--- config.mk ---
export PLATFORM = sky130hd
export DESIGN_NAME = trig_capture
export DESIGN_NICKNAME = d
export VERILOG_FILES = /design/src/rtl/trig_capture_pkg.sv /design/src/rtl/trig_capture_ram.sv /design/src/rtl/trig_capture.sv
export SDC_FILE = /design/constraint.sdc
export NUM_CORES = 2
export LEC_CHECK = 0
export ABC_AREA = 0
export CAP_MARGIN = 20
export CORE_ASPECT_RATIO = 0.75
export CORE_MARGIN = 4
export CORE_UTILIZATION = 57
export DETAILED_ROUTE_END_ITERATION = 10
export MAX_ROUTING_LAYER = met4
export PLACE_DENSITY = 0.75
export SLEW_MARGIN = 20
export SYNTH_ARGS = -nofsm -noshare
export SYNTH_HDL_FRONTEND = slang
export SYNTH_HIERARCHICAL = 1
export SYNTH_SLANG_ARGS = --single-unit
--- constraint.sdc ---
create_clock -name clk -period 3.1 [get_ports clk]
set_clock_uncertainty 0.2 [all_clocks]
set_input_delay 0.775 -clock clk [delete_from_list [all_inputs] [get_ports clk]]
set_output_delay 0.775 -clock clk [all_outputs]
set_load 0.005 [all_outputs]
--- src/rtl/trig_capture_pkg.sv ---
// Shared types for the trigger/capture stage.
//   state_t   : capture FSM states
//   EDGE_RISE : trig_edge value selecting a rising crossing
//   EDGE_FALL : trig_edge value selecting a falling crossing
package trig_capture_pkg;

  typedef enum logic [2:0] {
    IDLE,
    PRE,
    WAIT,
    POST,
    READ
  } state_t;

  localparam logic EDGE_RISE = 1'b0;
  localparam logic EDGE_FALL = 1'b1;

endpackage

--- src/rtl/trig_capture_ram.sv ---
// Simple dual-port sample buffer, DEPTH x DATA_W.
//   clk, rst          : clock; rst clears only the read-data register
//   we_i/waddr_i/wdata_i : write port
//   re_i/raddr_i      : read port, data appears on rdata_o one cycle later
//   rdata_o           : registered read data, held while re_i is low
module trig_capture_ram
  import trig_capture_pkg::*;
#(
  parameter int DATA_W = 8,
  parameter int DEPTH  = 256,
  parameter int ADDR_W = $clog2(DEPTH)
) (
  input  logic              clk,
  input  logic              rst,
  input  logic              we_i,
  input  logic [ADDR_W-1:0] waddr_i,
  input  logic [DATA_W-1:0] wdata_i,
  input  logic              re_i,
  input  logic [ADDR_W-1:0] raddr_i,
  output logic [DATA_W-1:0] rdata_o
);

  logic [DATA_W-1:0] mem_q [DEPTH];
  logic [DATA_W-1:0] rdata_q;

  always_ff @(posedge clk) begin
    if (we_i) mem_q[waddr_i] <= wdata_i;
  end

  // The read register doubles as the output stage of the stream, so it is
  // reset and holds its value whenever no new read is issued.
  always_ff @(posedge clk or posedge rst) begin
    if (rst)       rdata_q <= '0;
    else if (re_i) rdata_q <= mem_q[raddr_i];
  end

  assign rdata_o = rdata_q;

endmodule

--- src/rtl/trig_capture.sv ---
// Scope-style trigger and capture stage.
// Compares the ADC stream against a latched level, detects the selected
// crossing, stores PRE_TRIG samples before and DEPTH-PRE_TRIG samples from
// the trigger on, then streams the window oldest-first over valid/ready.
//   clk, rst                : clock, async active-high reset
//   adc_valid, adc_data     : input sample stream
//   trig_level, trig_edge   : threshold and edge select, latched on arm
//   arm, abort              : start capture (IDLE only) / return to IDLE
//   busy, triggered         : status
//   rd_valid, rd_ready, rd_data, rd_last : readout stream
//   done                    : pulse after the last beat is accepted
module trig_capture
  import trig_capture_pkg::*;
#(
  parameter int DATA_W   = 8,
  parameter int DEPTH    = 256,
  parameter int PRE_TRIG = 64
) (
  input  logic              clk,
  input  logic              rst,
  input  logic              adc_valid,
  input  logic [DATA_W-1:0] adc_data,
  input  logic [DATA_W-1:0] trig_level,
  input  logic              trig_edge,
  input  logic              arm,
  input  logic              abort,
  output logic              busy,
  output logic              triggered,
  output logic              rd_valid,
  input  logic              rd_ready,
  output logic [DATA_W-1:0] rd_data,
  output logic              rd_last,
  output logic              done
);

  localparam int ADDR_W = $clog2(DEPTH);
  localparam int CNT_W  = ADDR_W + 1;
  localparam logic [CNT_W-1:0]  PRE_LAST    = CNT_W'(PRE_TRIG - 1);
  localparam logic [CNT_W-1:0]  POST_LAST   = CNT_W'(DEPTH - PRE_TRIG - 1);
  localparam logic [CNT_W-1:0]  BEATS       = CNT_W'(DEPTH);
  localparam logic [CNT_W-1:0]  LAST_BEAT   = CNT_W'(DEPTH - 1);
  localparam logic [ADDR_W-1:0] PRE_OFS     = ADDR_W'(PRE_TRIG);

  state_t state_q, state_d;
  logic [ADDR_W-1:0] wr_ptr_q, wr_ptr_d;
  logic [ADDR_W-1:0] rd_ptr_q, rd_ptr_d;
  logic [CNT_W-1:0]  cnt_q, cnt_d;
  logic [CNT_W-1:0]  rd_cnt_q, rd_cnt_d;
  logic [DATA_W-1:0] level_q, level_d;
  logic [DATA_W-1:0] prev_q, prev_d;
  logic              edge_sel_q, edge_sel_d;
  logic              prev_ok_q, prev_ok_d;
  logic              triggered_q, triggered_d;
  logic              rd_valid_q, rd_valid_d;
  logic              rd_last_q, rd_last_d;
  logic              done_q, done_d;
  logic              wr_en, rd_en, hit, beat;
  logic [DATA_W-1:0] ram_rdata;

  always_ff @(posedge clk or posedge rst) begin
    if (rst) begin
      state_q     <= IDLE;
      wr_ptr_q    <= '0;
      rd_ptr_q    <= '0;
      cnt_q       <= '0;
      rd_cnt_q    <= '0;
      level_q     <= '0;
      prev_q      <= '0;
      edge_sel_q  <= EDGE_RISE;
      prev_ok_q   <= 1'b0;
      triggered_q <= 1'b0;
      rd_valid_q  <= 1'b0;
      rd_last_q   <= 1'b0;
      done_q      <= 1'b0;
    end else begin
      state_q     <= state_d;
      wr_ptr_q    <= wr_ptr_d;
      rd_ptr_q    <= rd_ptr_d;
      cnt_q       <= cnt_d;
      rd_cnt_q    <= rd_cnt_d;
      level_q     <= level_d;
      prev_q      <= prev_d;
      edge_sel_q  <= edge_sel_d;
      prev_ok_q   <= prev_ok_d;
      triggered_q <= triggered_d;
      rd_valid_q  <= rd_valid_d;
      rd_last_q   <= rd_last_d;
      done_q      <= done_d;
    end
  end

  always_comb begin
    state_d     = state_q;
    wr_ptr_d    = wr_ptr_q;
    rd_ptr_d    = rd_ptr_q;
    cnt_d       = cnt_q;
    rd_cnt_d    = rd_cnt_q;
    level_d     = level_q;
    prev_d      = prev_q;
    edge_sel_d  = edge_sel_q;
    prev_ok_d   = prev_ok_q;
    triggered_d = triggered_q;
    rd_valid_d  = rd_valid_q;
    rd_last_d   = rd_last_q;
    done_d      = 1'b0;
    wr_en       = 1'b0;
    rd_en       = 1'b0;
    hit         = 1'b0;
    beat        = rd_valid_q && rd_ready;

    if (edge_sel_q == EDGE_RISE) hit = (prev_q <  level_q) && (adc_data >= level_q);
    else                         hit = (prev_q >= level_q) && (adc_data <  level_q);
    hit = hit && prev_ok_q && adc_valid;

    if (adc_valid && (state_q inside {PRE, WAIT, POST})) begin
      wr_en     = 1'b1;
      wr_ptr_d  = wr_ptr_q + 1'b1;
      prev_d    = adc_data;
      prev_ok_d = 1'b1;
    end

    case (state_q)
      IDLE: begin
        if (arm) begin
          state_d     = PRE;
          level_d     = trig_level;
          edge_sel_d  = trig_edge;
          wr_ptr_d    = '0;
          cnt_d       = '0;
          rd_cnt_d    = '0;
          prev_ok_d   = 1'b0;
          triggered_d = 1'b0;
        end
      end
      PRE: begin
        if (adc_valid) begin
          cnt_d = cnt_q + 1'b1;
          if (cnt_q == PRE_LAST) state_d = WAIT;
        end
      end
      WAIT: begin
        // The readout start is fixed here, when the trigger address is known.
        if (hit) begin
          triggered_d = 1'b1;
          rd_ptr_d    = wr_ptr_q - PRE_OFS;
          cnt_d       = CNT_W'(1);
          state_d     = (POST_LAST == '0) ? READ : POST;
        end
      end
      POST: begin
        if (adc_valid) begin
          cnt_d = cnt_q + 1'b1;
          if (cnt_q == POST_LAST) state_d = READ;
        end
      end
      READ: begin
        // A new read is issued only when the output register is empty or
        // being drained, so the RAM read register itself is the skid stage.
        if ((rd_cnt_q != BEATS) && (!rd_valid_q || rd_ready)) begin
          rd_en      = 1'b1;
          rd_ptr_d   = rd_ptr_q + 1'b1;
          rd_cnt_d   = rd_cnt_q + 1'b1;
          rd_last_d  = (rd_cnt_q == LAST_BEAT);
          rd_valid_d = 1'b1;
        end else if (beat) begin
          rd_valid_d = 1'b0;
        end
        if (beat && rd_last_q) begin
          state_d     = IDLE;
          done_d      = 1'b1;
          triggered_d = 1'b0;
          rd_valid_d  = 1'b0;
          rd_last_d   = 1'b0;
        end
      end
      default: state_d = IDLE;
    endcase

    if (abort) begin
      state_d     = IDLE;
      triggered_d = 1'b0;
      rd_valid_d  = 1'b0;
      rd_last_d   = 1'b0;
      done_d      = 1'b0;
      rd_en       = 1'b0;
    end
  end

  trig_capture_ram #(
    .DATA_W (DATA_W),
    .DEPTH  (DEPTH),
    .ADDR_W (ADDR_W)
  ) u_ram (
    .clk     (clk),
    .rst     (rst),
    .we_i    (wr_en),
    .waddr_i (wr_ptr_q),
    .wdata_i (adc_data),
    .re_i    (rd_en),
    .raddr_i (rd_ptr_q),
    .rdata_o (ram_rdata)
  );

  assign busy      = (state_q != IDLE);
  assign triggered = triggered_q;
  assign rd_valid  = rd_valid_q;
  assign rd_data   = ram_rdata;
  assign rd_last   = rd_last_q;
  assign done      = done_q;

endmodule

==> summary.txt <==
Status
  – Status: complete, but fails checks
  – Failing checks: setup timing

Worst hold path
  – Hold Path Class: input port to async pin

Clock network
  – H-tree level count: 4
  – CTS tree: built
  – CTS root buf: clkbuf_16
  – Cts hold-fix bufs: 0
  – Total CTS buffers: 185
  – Skew-Pair Late Insertion Delay: 0.83 ns
  – CTS sink count: 2115
  – Clk pin slew, worst setup/hold paths: 0.07 ns
  – Clk buf depth: 3

Pwr
  – Pwr/cell area: 824 mW/mm²
  – Leakage power: 35.0 nW
  – Max VDD drop: 0.682 mV

Final layout
  – Layout area overhead: 20.0%
  – Fillcell total: 8642
  – Share of cells above drive strength 1: 0.331
  – Final nets: 5159
  – Finished layout cell area: 0.100 mm²
  – Layout Cells excl Fill: 7240
  – Footprint of the multi-input gates: 0.0197 mm²
  – Sequential standard cell area: 0.0632 mm²

Global routing
  – Total Routing Usage GR: 0.315
  – First-pass GRT wire length: 336 mm
  – Largest net degree at the start of global routing: 190
  – Gr ovfl total: 0
  – Number of global-route vias before repair: 46400
  – Initial antenna violation count: 8

Place
  – DP HPWL: 151 mm
  – Placement Cell Area: 0.0925 mm²
  – Gpl congestion: 0.974
  – Buffers on Ports: 35
  – Placed cells: 6826

Setup path
  – Cells on worst reg2reg path: 9
  – R2R setup slack: -0.21 ns
  – Critical setup path kind: flip-flop to flip-flop
  – Worst Setup SP: rd_ptr_q[0]
  – Worst R2R End: u_ram/rdata_o[5]
  – Crit path launch type: flip-flop
  – Critical path endpoint category: flip-flop
  – FF-to-FF Start: rd_ptr_q[0]
  – Max FO, Critical Path: 15
  – Crit path DAT: 3.83 ns
  – CP required: 3.62 ns

Floorplanning
  – Starting Density: 0.575
  – Die H: 340 µm
  – Die area: 0.153 mm²
  – Rows: 121
  – Die Wd: 450 µm
  – Num ports: 36
  – Core area: 0.145 mm²

Timing
  – Setup violators final: 8
  – Max-slew violations: 0
  – Slew margin rel.: 0.156
  – Final Cycle Share: 1.07
  – Post-route worst setup slack: -0.210 ns
  – Fmax: 0.302 GHz
  – Slew @ Worst Pin: 1.27 ns
  – RSZ-0062 raised after global routing: true
  – Final Hold Vio Count: 0
  – Min cycle time layout: 3.31 ns

Flow run
  – Max-Cap Viols: 0

Drt
  – DR pass1 iterations: 5
  – Routed wire length: 237 mm
  – Vias per cell: 6.69
  – DR vias: 48400
  – Avg WL per Cell: 32.8 µm
  – Routed Antenna Nets: 0
  – Drt first-iter violations: 7994
  – DR DRC count: 0

Synthesis
  – Syn_nets: 4339
  – Top-area cell type share of the netlist area: 0.735
  – Synth cell types: 80
  – Sequential area share after synthesis: 0.755
  – Syn Area/Cell: 19.5 µm²
  – Area leader, netlist: edfxtp_1
  – Async S/R FF share, synth: 0.0317
  – Synth Instances: 4294
  – Number of synthesis warnings: 6
  – Synthesized area: 0.0836 mm²
  – Post-synth EDFFs: 2048
  – Ranking of synthesized cells by area: edfxtp_1 74%, mux4_2 9.3%, mux2i_1 3.6%
  – Number of synthesized register bits: 2115
  – Main flop type after synthesis: edfxtp_1
-- metal layers --
layer,up-vias,share of wire,global-route usage
met1,24700,0.37,0.451
li1,19300,-,-
met2,3940,0.44,0.430
met5,-,0,-
met3,519,0.16,0.108
met4,0,0.033,0.0967
-- worst max-delay path, stage by stage (launching register included) --
cell	delay, ns
dfrtp_4	0.54
buf_16	0.24
buf_12	0.16
buf_4	0.20
mux4_2	0.53
a211oi_1	0.56
o21ai_0	0.28
nand3_1	0.18
nor4_1	0.07
a211o_1	0.22
-- power breakdown --
group          leakage [nW]  switching, W  internal, W
Sequential             19.3      0.000442       0.0317
Combinational          12.8        0.0155       0.0118
Clock                  2.95        0.0103       0.0130
-- through the flow --
step                      TNS (ns)   util  hold slack, ns  setup slack [ns]  power [W]
after global placement       -5.34  0.636           0.276            -0.760     0.0561
after CTS                   -0.336  0.679           0.180           -0.0864     0.0800
after global routing        -0.671  0.690           0.204            -0.162     0.0849
after floorplan             -49.96      -           0.267           -0.0744     0.0460
after detailed placement     -6.11  0.636           0.288            -0.829     0.0565
final                       -0.814  0.690           0.209            -0.210     0.0827
-- state kept, by name, summed over array words and instances (netlist names) --
name           count
u_ram/mem_q     2048
cnt_q              9
rd_cnt_q           9
level_q            8
prev_q             8
rd_ptr_q           8
u_ram/rdata_o      8
wr_ptr_q           8
state_q            3
done               1
edge_sel_q         1
prev_ok_q          1
rd_last            1
rd_valid           1
triggered          1
-- synthesized netlist by cell type (15+ instances only) --
cell type	n
nor2_1	330
mux2i_1	299
mux4_2	346
buf_6	48
mux4_1	29
buf_2	54
a21oi_1	61
nand3_1	61
dfrtp_1	67
o21ai_0	53
edfxtp_1	2048
a31oi_1	15
o22ai_1	118
and3_1	15
inv_1	25
buf_8	16
nor3_1	28
a22oi_1	82
nand4_1	25
a211oi_1	56
o221ai_1	49
nand2_1	136
clkbuf_1	103
ha_1	22
-- final cells by class --
type / count / area share
timing repair buffer: 887 / 0.0885
tap: 1968 / 0.0245
clock inverter: 102 / 0.0107
antenna: 5 / 0.000125
multi-input combinational: 1899 / 0.196
clock buffer: 238 / 0.0497
sequential: 2115 / 0.630
inverter: 26 / 0.000997
-- kinds of logic after synthesis --
| group | share of synthesized area |
|---|---|
| XOR/XNOR | 0.00157 |
| AO/OA/AOI/OAI | 0.0423 |
| AND/OR/NAND/NOR | 0.0356 |
| adder cells (fa/ha/maj) | 0.00329 |
| multiplexers | 0.139 |
| buffers and inverters | 0.0225 |
| flip-flops | 0.755 |
-- cells in the final DEF, fill, tap and decap left out, types with 11 or more instances in the layout --
cell,instances
buf_4,668
a211o_1,13
clkinv_1,32
a22oi_2,17
buf_12,129
nand2_1,130
a211oi_2,22
nor2b_1,13
o21ai_1,12
nor2_1,235
nor3_1,24
inv_1,22
clkdlybuf4s50_1,26
o221ai_1,32
a22oi_1,65
o21ai_0,41
mux4_1,25
bufinv_16,20
a211oi_1,34
mux2i_1,291
buf_6,29
a21oi_1,54
o221ai_2,17
ha_1,22
xor2_1,11
clkbuf_1,42
o22ai_1,109
clkinv_2,28
edfxtp_1,2048
mux4_2,350
clkbuf_16,197
nand3_1,55
a31oi_1,11
clkbuf_8,15
nand4_1,25
dfrtp_1,63
and3_1,15
nor2_2,88
-- worst max path at each step --
| stage | to | cells past startpoint | slack, ns |
|---|---|---|---|
| after global placement | u_ram/rdata_o[4] | 12 | -0.76 |
| final | u_ram/rdata_o[5] | 9 | -0.21 |
| after floorplan | u_ram/mem_q[112][0] | 8 | -0.07 |
| after CTS | u_ram/rdata_o[4] | 12 | -0.09 |
| after global routing | u_ram/rdata_o[0] | 10 | -0.16 |
| after detailed placement | u_ram/rdata_o[4] | 12 | -0.83 |
-- timing repair --
item                                    in CTS  in global routing
setup buffers                               10                 53
endpoints found under the setup margin       9                  8
pin swaps                                    6                 50
gates resized for setup                     34                211
hold endpoints to repair                     0                  0
cloned                                       2                 10
Power figures use the tool's default switching activity.
